File: src/rtl/opc_intctl.sv
// opc_intctl - prioritised interrupt controller with vectored requests.
//
// Collects NCH active-low interrupt sources, latches them as pending
// (falling-edge or level per channel), and requests the CPU for the
// lowest-numbered eligible channel. Nesting is controlled by an in-service
// register (ISR). While a channel is in service, only lower-numbered channels
// can interrupt it. The CPU takes a vector with ack. It ends service with an
// EOI write.
//
// Ports:
//   clk      - sole clock, rising edge
//   reset    - synchronous, active-high
//   clken    - state-update enable (reset still acts when low)
//   int_b    - asynchronous active-low interrupt sources [NCH]
//   sel/rnw  - register-port select and read(1)/write(0)
//   regaddr  - 0=MASK, 1=PEND (W1C), 2=ISR (write = EOI), 3=VBASE
//   din/dout - register write / combinational read data
//   ack      - CPU vector-taken pulse
//   irq_b    - registered active-low request to the CPU
//   vector   - registered handler address, VBASE + id*VSTRIDE while requesting
//
// AW is expected to be at most 32, so VBASE fits the 32-bit data port.
module opc_intctl #(
  parameter int             NCH       = 4,
  parameter int             AW        = 20,
  parameter logic [NCH-1:0] EDGE_MASK = '1,
  parameter int             VSTRIDE   = 2
) (
  input  logic           clk,
  input  logic           reset,
  input  logic           clken,
  input  logic [NCH-1:0] int_b,
  input  logic           sel,
  input  logic           rnw,
  input  logic [1:0]     regaddr,
  input  logic [31:0]    din,
  output logic [31:0]    dout,
  input  logic           ack,
  output logic           irq_b,
  output logic [AW-1:0]  vector
);

  localparam int             IW        = $clog2(NCH);
  localparam logic [AW-1:0]  STRIDE_AW = AW'(VSTRIDE);

  typedef enum logic {
    ST_IDLE = 1'b0,
    ST_REQ  = 1'b1
  } state_t;

  // Registered state
  logic [NCH-1:0] sync1_q, sync1_d;
  logic [NCH-1:0] sync2_q, sync2_d;
  logic [NCH-1:0] prev_q, prev_d;
  logic [NCH-1:0] pend_edge_q, pend_edge_d;
  logic [NCH-1:0] mask_q, mask_d;
  logic [NCH-1:0] isr_q, isr_d;
  logic [AW-1:0]  vbase_q, vbase_d;
  state_t         state_q, state_d;
  logic [IW-1:0]  id_q, id_d;
  logic           irq_b_q, irq_b_d;
  logic [AW-1:0]  vector_q, vector_d;

  // Combinational helpers
  logic [NCH-1:0] pend;
  logic [NCH-1:0] isr_lowest;
  logic [NCH-1:0] below_isr;
  logic [NCH-1:0] eligible;
  logic [NCH-1:0] edge_fell;
  logic [NCH-1:0] id_onehot;
  logic [IW-1:0]  winner;
  logic           any_elig;
  logic           wr_en;
  logic           ack_take;
  logic           din_unused;

  assign din_unused = ^din;
  assign irq_b      = irq_b_q;
  assign vector     = vector_q;

  // Pending view and eligibility. Level channels report the inverted
  // synchronised input directly. Edge channels report their latched bit.
  // isr_lowest isolates the lowest set ISR bit. Subtracting one from it gives
  // the channels that may still nest. This is all ones when ISR is empty.
  always_comb begin
    pend       = (pend_edge_q & EDGE_MASK) | (~sync2_q & ~EDGE_MASK);
    isr_lowest = isr_q & (~isr_q + NCH'(1));
    below_isr  = isr_lowest - NCH'(1);
    eligible   = pend & mask_q & below_isr;
    any_elig   = |eligible;
    winner     = '0;
    for (int i = NCH - 1; i >= 0; i--) begin
      if (eligible[i]) winner = IW'(i);
    end
    edge_fell  = prev_q & ~sync2_q & EDGE_MASK;
    id_onehot  = NCH'(1) << id_q;
    wr_en      = sel & ~rnw;
    ack_take   = (state_q == ST_REQ) && ack;
  end

  // Next-state for synchronisers and the register file. Ack and W1C both
  // clear a pending edge first. A same-cycle edge then sets it again, so a
  // fresh edge is never lost. EOI removes the old lowest ISR bit before ack
  // records the newly taken channel.
  always_comb begin
    sync1_d     = int_b;
    sync2_d     = sync1_q;
    prev_d      = sync2_q;

    pend_edge_d = pend_edge_q;
    if (wr_en && regaddr == 2'd1) pend_edge_d = pend_edge_d & ~din[NCH-1:0];
    if (ack_take)                 pend_edge_d = pend_edge_d & ~id_onehot;
    pend_edge_d = (pend_edge_d | edge_fell) & EDGE_MASK;

    isr_d = isr_q;
    if (wr_en && regaddr == 2'd2) isr_d = isr_q & ~isr_lowest;
    if (ack_take)                 isr_d = isr_d | id_onehot;

    mask_d  = mask_q;
    if (wr_en && regaddr == 2'd0) mask_d = din[NCH-1:0];

    vbase_d = vbase_q;
    if (wr_en && regaddr == 2'd3) vbase_d = din[AW-1:0];
  end

  // Request FSM. The winning id is frozen for the whole request, even if a
  // higher-priority channel becomes eligible. Ack ends the request. So does
  // the latched channel losing eligibility, but ack wins if both happen.
  always_comb begin
    state_d  = state_q;
    id_d     = id_q;
    irq_b_d  = irq_b_q;
    vector_d = vector_q;
    if (state_q == ST_IDLE) begin
      if (any_elig) begin
        state_d  = ST_REQ;
        id_d     = winner;
        irq_b_d  = 1'b0;
        vector_d = vbase_q + AW'(winner) * STRIDE_AW;
      end else begin
        irq_b_d  = 1'b1;
        vector_d = '0;
      end
    end else begin
      if (ack || !eligible[id_q]) begin
        state_d  = ST_IDLE;
        irq_b_d  = 1'b1;
        vector_d = '0;
      end else begin
        vector_d = vbase_q + AW'(id_q) * STRIDE_AW;
      end
    end
  end

  // Register update. Reset acts regardless of clken. Otherwise everything
  // holds while clken is low.
  always_ff @(posedge clk) begin
    if (reset) begin
      sync1_q     <= '1;
      sync2_q     <= '1;
      prev_q      <= '1;
      pend_edge_q <= '0;
      mask_q      <= '0;
      isr_q       <= '0;
      vbase_q     <= '0;
      state_q     <= ST_IDLE;
      id_q        <= '0;
      irq_b_q     <= 1'b1;
      vector_q    <= '0;
    end else if (clken) begin
      sync1_q     <= sync1_d;
      sync2_q     <= sync2_d;
      prev_q      <= prev_d;
      pend_edge_q <= pend_edge_d;
      mask_q      <= mask_d;
      isr_q       <= isr_d;
      vbase_q     <= vbase_d;
      state_q     <= state_d;
      id_q        <= id_d;
      irq_b_q     <= irq_b_d;
      vector_q    <= vector_d;
    end
  end

  // Register read port. It is combinational and has no side effects.
  always_comb begin
    dout = '0;
    if (sel && rnw) begin
      case (regaddr)
        2'd0:    dout = 32'(mask_q);
        2'd1:    dout = 32'(pend);
        2'd2:    dout = 32'(isr_q);
        default: dout = 32'(vbase_q);
      endcase
    end
  end

endmodule

File: config.mk
export PLATFORM = sky130hd
export DESIGN_NAME = opc_intctl
export DESIGN_NICKNAME = d
export VERILOG_FILES = /design/src/rtl/opc_intctl.sv
export SDC_FILE = /design/constraint.sdc
export NUM_CORES = 1
export LEC_CHECK = 0
export CAP_MARGIN = 20
export CORE_ASPECT_RATIO = 1.75
export CORE_UTILIZATION = 42
export DETAILED_ROUTE_END_ITERATION = 7
export HOLD_SLACK_MARGIN = 0.1
export PLACE_DENSITY_LB_ADDON = 0.25
export SLEW_MARGIN = 20
export SYNTH_ARGS = -nofsm -noshare
export SYNTH_HDL_FRONTEND = slang
export SYNTH_SLANG_ARGS = --single-unit
File: constraint.sdc
create_clock -name clk -period 2.5 [get_ports clk]
set_input_delay 0.5 -clock clk [delete_from_list [all_inputs] [get_ports clk]]
set_output_delay 0.5 -clock clk [all_outputs]
set_load 0.1 [all_outputs]
== After elaboration in Yosys (flattened, before gate mapping) ==
Cells that the tools add are included.
Word-level totals
  logic and storage cells: 73
  bits of input ports: 44
  register bits after elaboration: 68
Operators by class
  reductions and logical operators: 14
  mux-type cells: 21
  $lt $le $gt $ge: 1
  shift operators: 1
  add/subtract/negate cells: 4
  eq/ne operators: 4
  bitwise operators: 17
Operators by type and width (count)
  $mux 20: 4
  $pmux 20 s3: 1
  $add 20x3->20: 2
  $and 4x4->4: 7
  $not 4->4: 5
  $mux 4: 4
  $mux 2: 4
  $or 4x4->4: 2
  $mux 1: 7
  $logic_and 1x1->1: 6
  $reduce_and 2->1: 3
  $add 4x1->4 const B: 1
  $eq 2x2->1 const B: 2
  $reduce_or 4->1: 1
  $shl 1x2->4 const A: 1
  $sub 4x1->4 const B: 1
  $lt 2x3->1 const B: 1
  $reduce_and 3->1: 1
  $bmux 1 s2: 1
  $eq 2x1->1 const B: 1
  $logic_not 2->1: 1
  $ne 2x1->1 const B: 1
  $not 1->1: 2
  $and 1x1->1: 1
  2 further kinds: 2

== Longest topological paths before layout ==
  depth after elaboration: 12
  depth in mapped cells: 13

== Worst setup path after synthesis ==
Ideal clock, no wire load.
  kind: input to output
  from: input port regaddr[0]
  to: output port dout[16]
  data arrival time: 3.018 ns
  path buffers: 1
  stages on the path: 3
  path slack: -1.018 ns
  path through: clkbuf_1 nand2_1 nor3_1
On the way
  word-level cells in the longest chain between the ends: 3
Ends and longest elaborated chain
  start: declaration: RTL line 35  | input logic [1:0] regaddr,
  $eq 2x2->1, or another cell as far along: RTL line 189  | case (regaddr)
  $pmux 20 s3 *: RTL line 189
  $mux 20 *: RTL line 188  | if (sel && rnw) begin
  end: declaration: RTL line 37  | output logic [31:0] dout,
Every way passes the cells marked *; elsewhere a longest branch is shown, timed or not.

== Worst setup path after layout ==
  from: register isr_q[0]
  to: register vector_q[13], in the netlist vector[13]
On the way
  word-level cells in the longest chain between the ends: 12
Ends and longest elaborated chain
  start: declaration: RTL line 57  | logic [NCH-1:0] isr_q, isr_d;
  start signal: assignment: RTL line 176  | isr_q <= isr_d;
  $not 4->4: RTL line 87  | isr_lowest = isr_q & (~isr_q + NCH'(1));
  $add 4x1->4: RTL line 87
  $and 4x4->4 *: RTL line 87
  $sub 4x1->4 *: RTL line 88  | below_isr = isr_lowest - NCH'(1);
  $and 4x4->4 *: RTL line 89  | eligible = pend & mask_q & below_isr;
  $mux 2 (3 in a row): RTL line 93  | if (eligible[i]) winner = IW'(i);
  $mux 2 *: RTL line 93
  named net winner[0]: RTL line 71  | logic [IW-1:0] winner;
  $add 20x3->20 *: RTL line 139  | vector_d = vbase_q + AW'(winner) * STRIDE_AW;
  $mux 20 *: RTL line 135  | if (any_elig) begin
  $mux 20 *: RTL line 134  | if (state_q == ST_IDLE) begin
  end signal: assignment: RTL line 181  | vector_q <= vector_d;
  end: declaration: RTL line 62  | logic [AW-1:0] vector_q, vector_d;
Mark *: on every way through the listed nets, which the timed path passes. The rest lies on a longest branch. The select of a mux whose other input is x is not followed.
A chain may end at the register's enable or synchronous reset.

==> flow_summary.toml <==
[status]
outcome = "complete, but fails checks"
violations = "setup timing"

[placement]
io_buffers = 72
dp_hpwl_um = 8090
place_ws_ns = -0.132
dp_cells = 664
gp_congestion = 0.936

[clocking]
numCtsBuffers = 9
ctsHoldBuffers = 0
clk-insertion-delay-late_ns = 0.33
cts_root_buffer = "clkbuf_16"
clock_sinks = 68
cts_setup_buffers = 0
cts_buffer_depth = 2
cts_tree = "built"
clkTransAtPathRegs_ns = 0.06
htreeDepth = 3

[setup_path]
r2r-start = "isr_q[0]"
critPathKind = "flip-flop to flip-flop"
cp-end-kind = "flip-flop"
cp.arrival_ns = 2.76
cp-start-kind = "flip-flop"
required_ns = 2.73
crit_start = "isr_q[0]"
path_max_fanout = 7

[route]
wire_per_inst_um = 16.3
m1WireLength_um = 4030
postRouteAntennaNets = 0
drtIter0Drc = 250
post_drt_via_cell_ratio = 5.52
vias = 3753
drt-total-wl_um = 11100
wl_met2_um = 6090
top_layer_used = "met4"
drt_pass1_iterations = 5
wl_met3_um = 515
drc = 0

[synth]
synthCells = 474
ys.flop_type = "dfxtp_1"
ys_seq_area_share_pct = 34.8
syn-mean-instance-area_um2 = 8.24
ys_types = 52
synth_edf_count = 0
synth_area_um2 = 3910
ys_warn_count = 0
ys_ff_latch = 68
async_flop_share_pct = 0

[hold_path]
hold_class = "flip-flop to flip-flop"
min_from = "sync1_q[3]"

[final_layout]
layout_common_cells = "nand2_1 (76), dfxtp_1 (66), buf_4 (55), a21oi_1 (36), clkdlybuf4s50_1 (30)"
layout_commonest_cell = "nand2_1"
synthToLayoutAreaGrowth_pct = 39.0
drive_above_1_share_pct = 26.4
nets = 605
antenna_cells = 0
fin_util_pct = 60.1
layout.cells.non_filler = 680

[global_routing]
grt_pass1_vias = 3541
grt_max_degree = 33
overflow = 0
grt_usage_pct = 23.9
grt_pass1_wl_um = 17300
antenna_found_initial = 0

[sta]
final-hold-violation-count = 0
relSlewSlack_pct = 40.7
clock_skew_ns = 0.00444
rsz0062_at_grt = "true"
clock.fmax_mhz = 394
min_period_over_period_pct = 102
setup_viol = 2
fin_ws_ns = -0.0378
finalMaxSlewViolations = 0
worst_pin_slew_ns = 0.887
period_minus_slack_ns = 2.54

[floorplan]
die-area_um2 = 9710
fp.dieW_um = 74.9
rows = 46
die_h_um = 130
coreArea_um2 = 9040
start_util_pct = 43.2
io_pins = 97

[pwr]
peakVddDrop_uv = 405
power_density_nw_per_um2 = 513
leakagePower_nw = 2.08

[run]
maxCapViolCount = 0
[worst paths after layout]
check,end,slack (ns),depth (start not counted)
setup / recovery,vector[13],-0.04,10
hold / removal,sync1_q[3],0.48,2
hold reg to reg,sync1_q[3],0.48,2
setup reg to reg,vector[13],-0.04,10
[worst max-delay path, stage by stage (launching register included)]
cell and delay, ns:
dfxtp_4 0.36, and4bb_2 0.30, a31oi_1 0.05, nor2_1 0.19
ha_2 0.24, inv_2 0.04, fa_2 0.45, nor4_1 0.37
xnor2_1 0.17, o221ai_1 0.12, o211a_1 0.15
[layout make-up]
| cell class | count | area (um^2) |
|---|---|---|
| fill | 788 | 3600 |
| inverter | 10 | 37.5 |
| timing repair buffer | 109 | 1150 |
| tap | 120 | 150 |
| clock buffer | 10 | 239 |
| sequential | 68 | 1370 |
| multi-input combinational | 357 | 2420 |
| clock inverter | 6 | 63.8 |
[metal layers]
layer,track usage [%],vias to the layer above
met1,24.1,1773
met5,0,-
met4,14.4,0
met2,43.6,135
li1,-,1816
met3,4.59,29
[report_power, final]
| part | leakage (nW) | total (mW) | internal (mW) | switching, mW |
|---|---|---|---|---|
| logic | 1.38 | 0.382 | 0.119 | 0.263 |
| clock network | 0.144 | 1.27 | 0.796 | 0.475 |
| registers | 0.554 | 1.13 | 1.11 | 0.0215 |
[sequential cells by signal, summed over array words and instances, names as in the netlist]
signal   flops
id_q         2
irq_b        1
isr_q        4
mask_q       4
pend         4
prev_d       4
prev_q       4
state_q      1
sync1_q      4
vbase_q     20
vector      20
[cells by family after synthesis]
kind of cell	after synthesis	share of synthesized area [%]
flip-flops	68	34.8
AND/OR/NAND/NOR	194	24.6
buffers and inverters	60	7.56
AO/OA/AOI/OAI	97	17.9
adder cells (fa/ha/maj)	6	2.31
XOR/XNOR	29	6.50
other	1	0.0960
multiplexers	19	6.15
[cell usage after synthesis (6+ instances only)]
library cell | number | area, um^2
nand2_1 | 76 | 285
dfxtp_1 | 68 | 1360
a21oi_1 | 38 | 190
nor2_1 | 30 | 113
xnor2_1 | 26 | 228
clkbuf_1 | 21 | 78.8
mux2i_1 | 15 | 150
and2_1 | 14 | 87.6
buf_2 | 14 | 70.1
o211a_1 | 14 | 140
nand3_1 | 13 | 65.1
buf_4 | 12 | 90.1
nor3_1 | 12 | 60.1
nor4_1 | 12 | 75.1
o221ai_1 | 12 | 105
inv_1 | 10 | 37.5
nand3b_1 | 7 | 52.6
nand4_1 | 6 | 37.5
nor2b_1 | 6 | 37.5
[per-stage QoR]
stage,total power [mW],TNS (ns),area (um^2),hold slack [ns]
finish,2.79,-0.0427,5430,0.476
global route,2.88,-0.774,5430,0.491
CTS,2.80,0,5360,0.478
detailed placement,1.54,-0.577,5030,0.462
global placement,1.53,-0.241,5030,0.446
floorplan,1.43,-0.213,3990,0.433
[repair_timing]
item                                    CTS  global route
resized for setup                         6            19
endpoints found under the setup margin   10            32
pin swaps                                 0             5
Note: power is estimated with default switching activity, not from simulation.
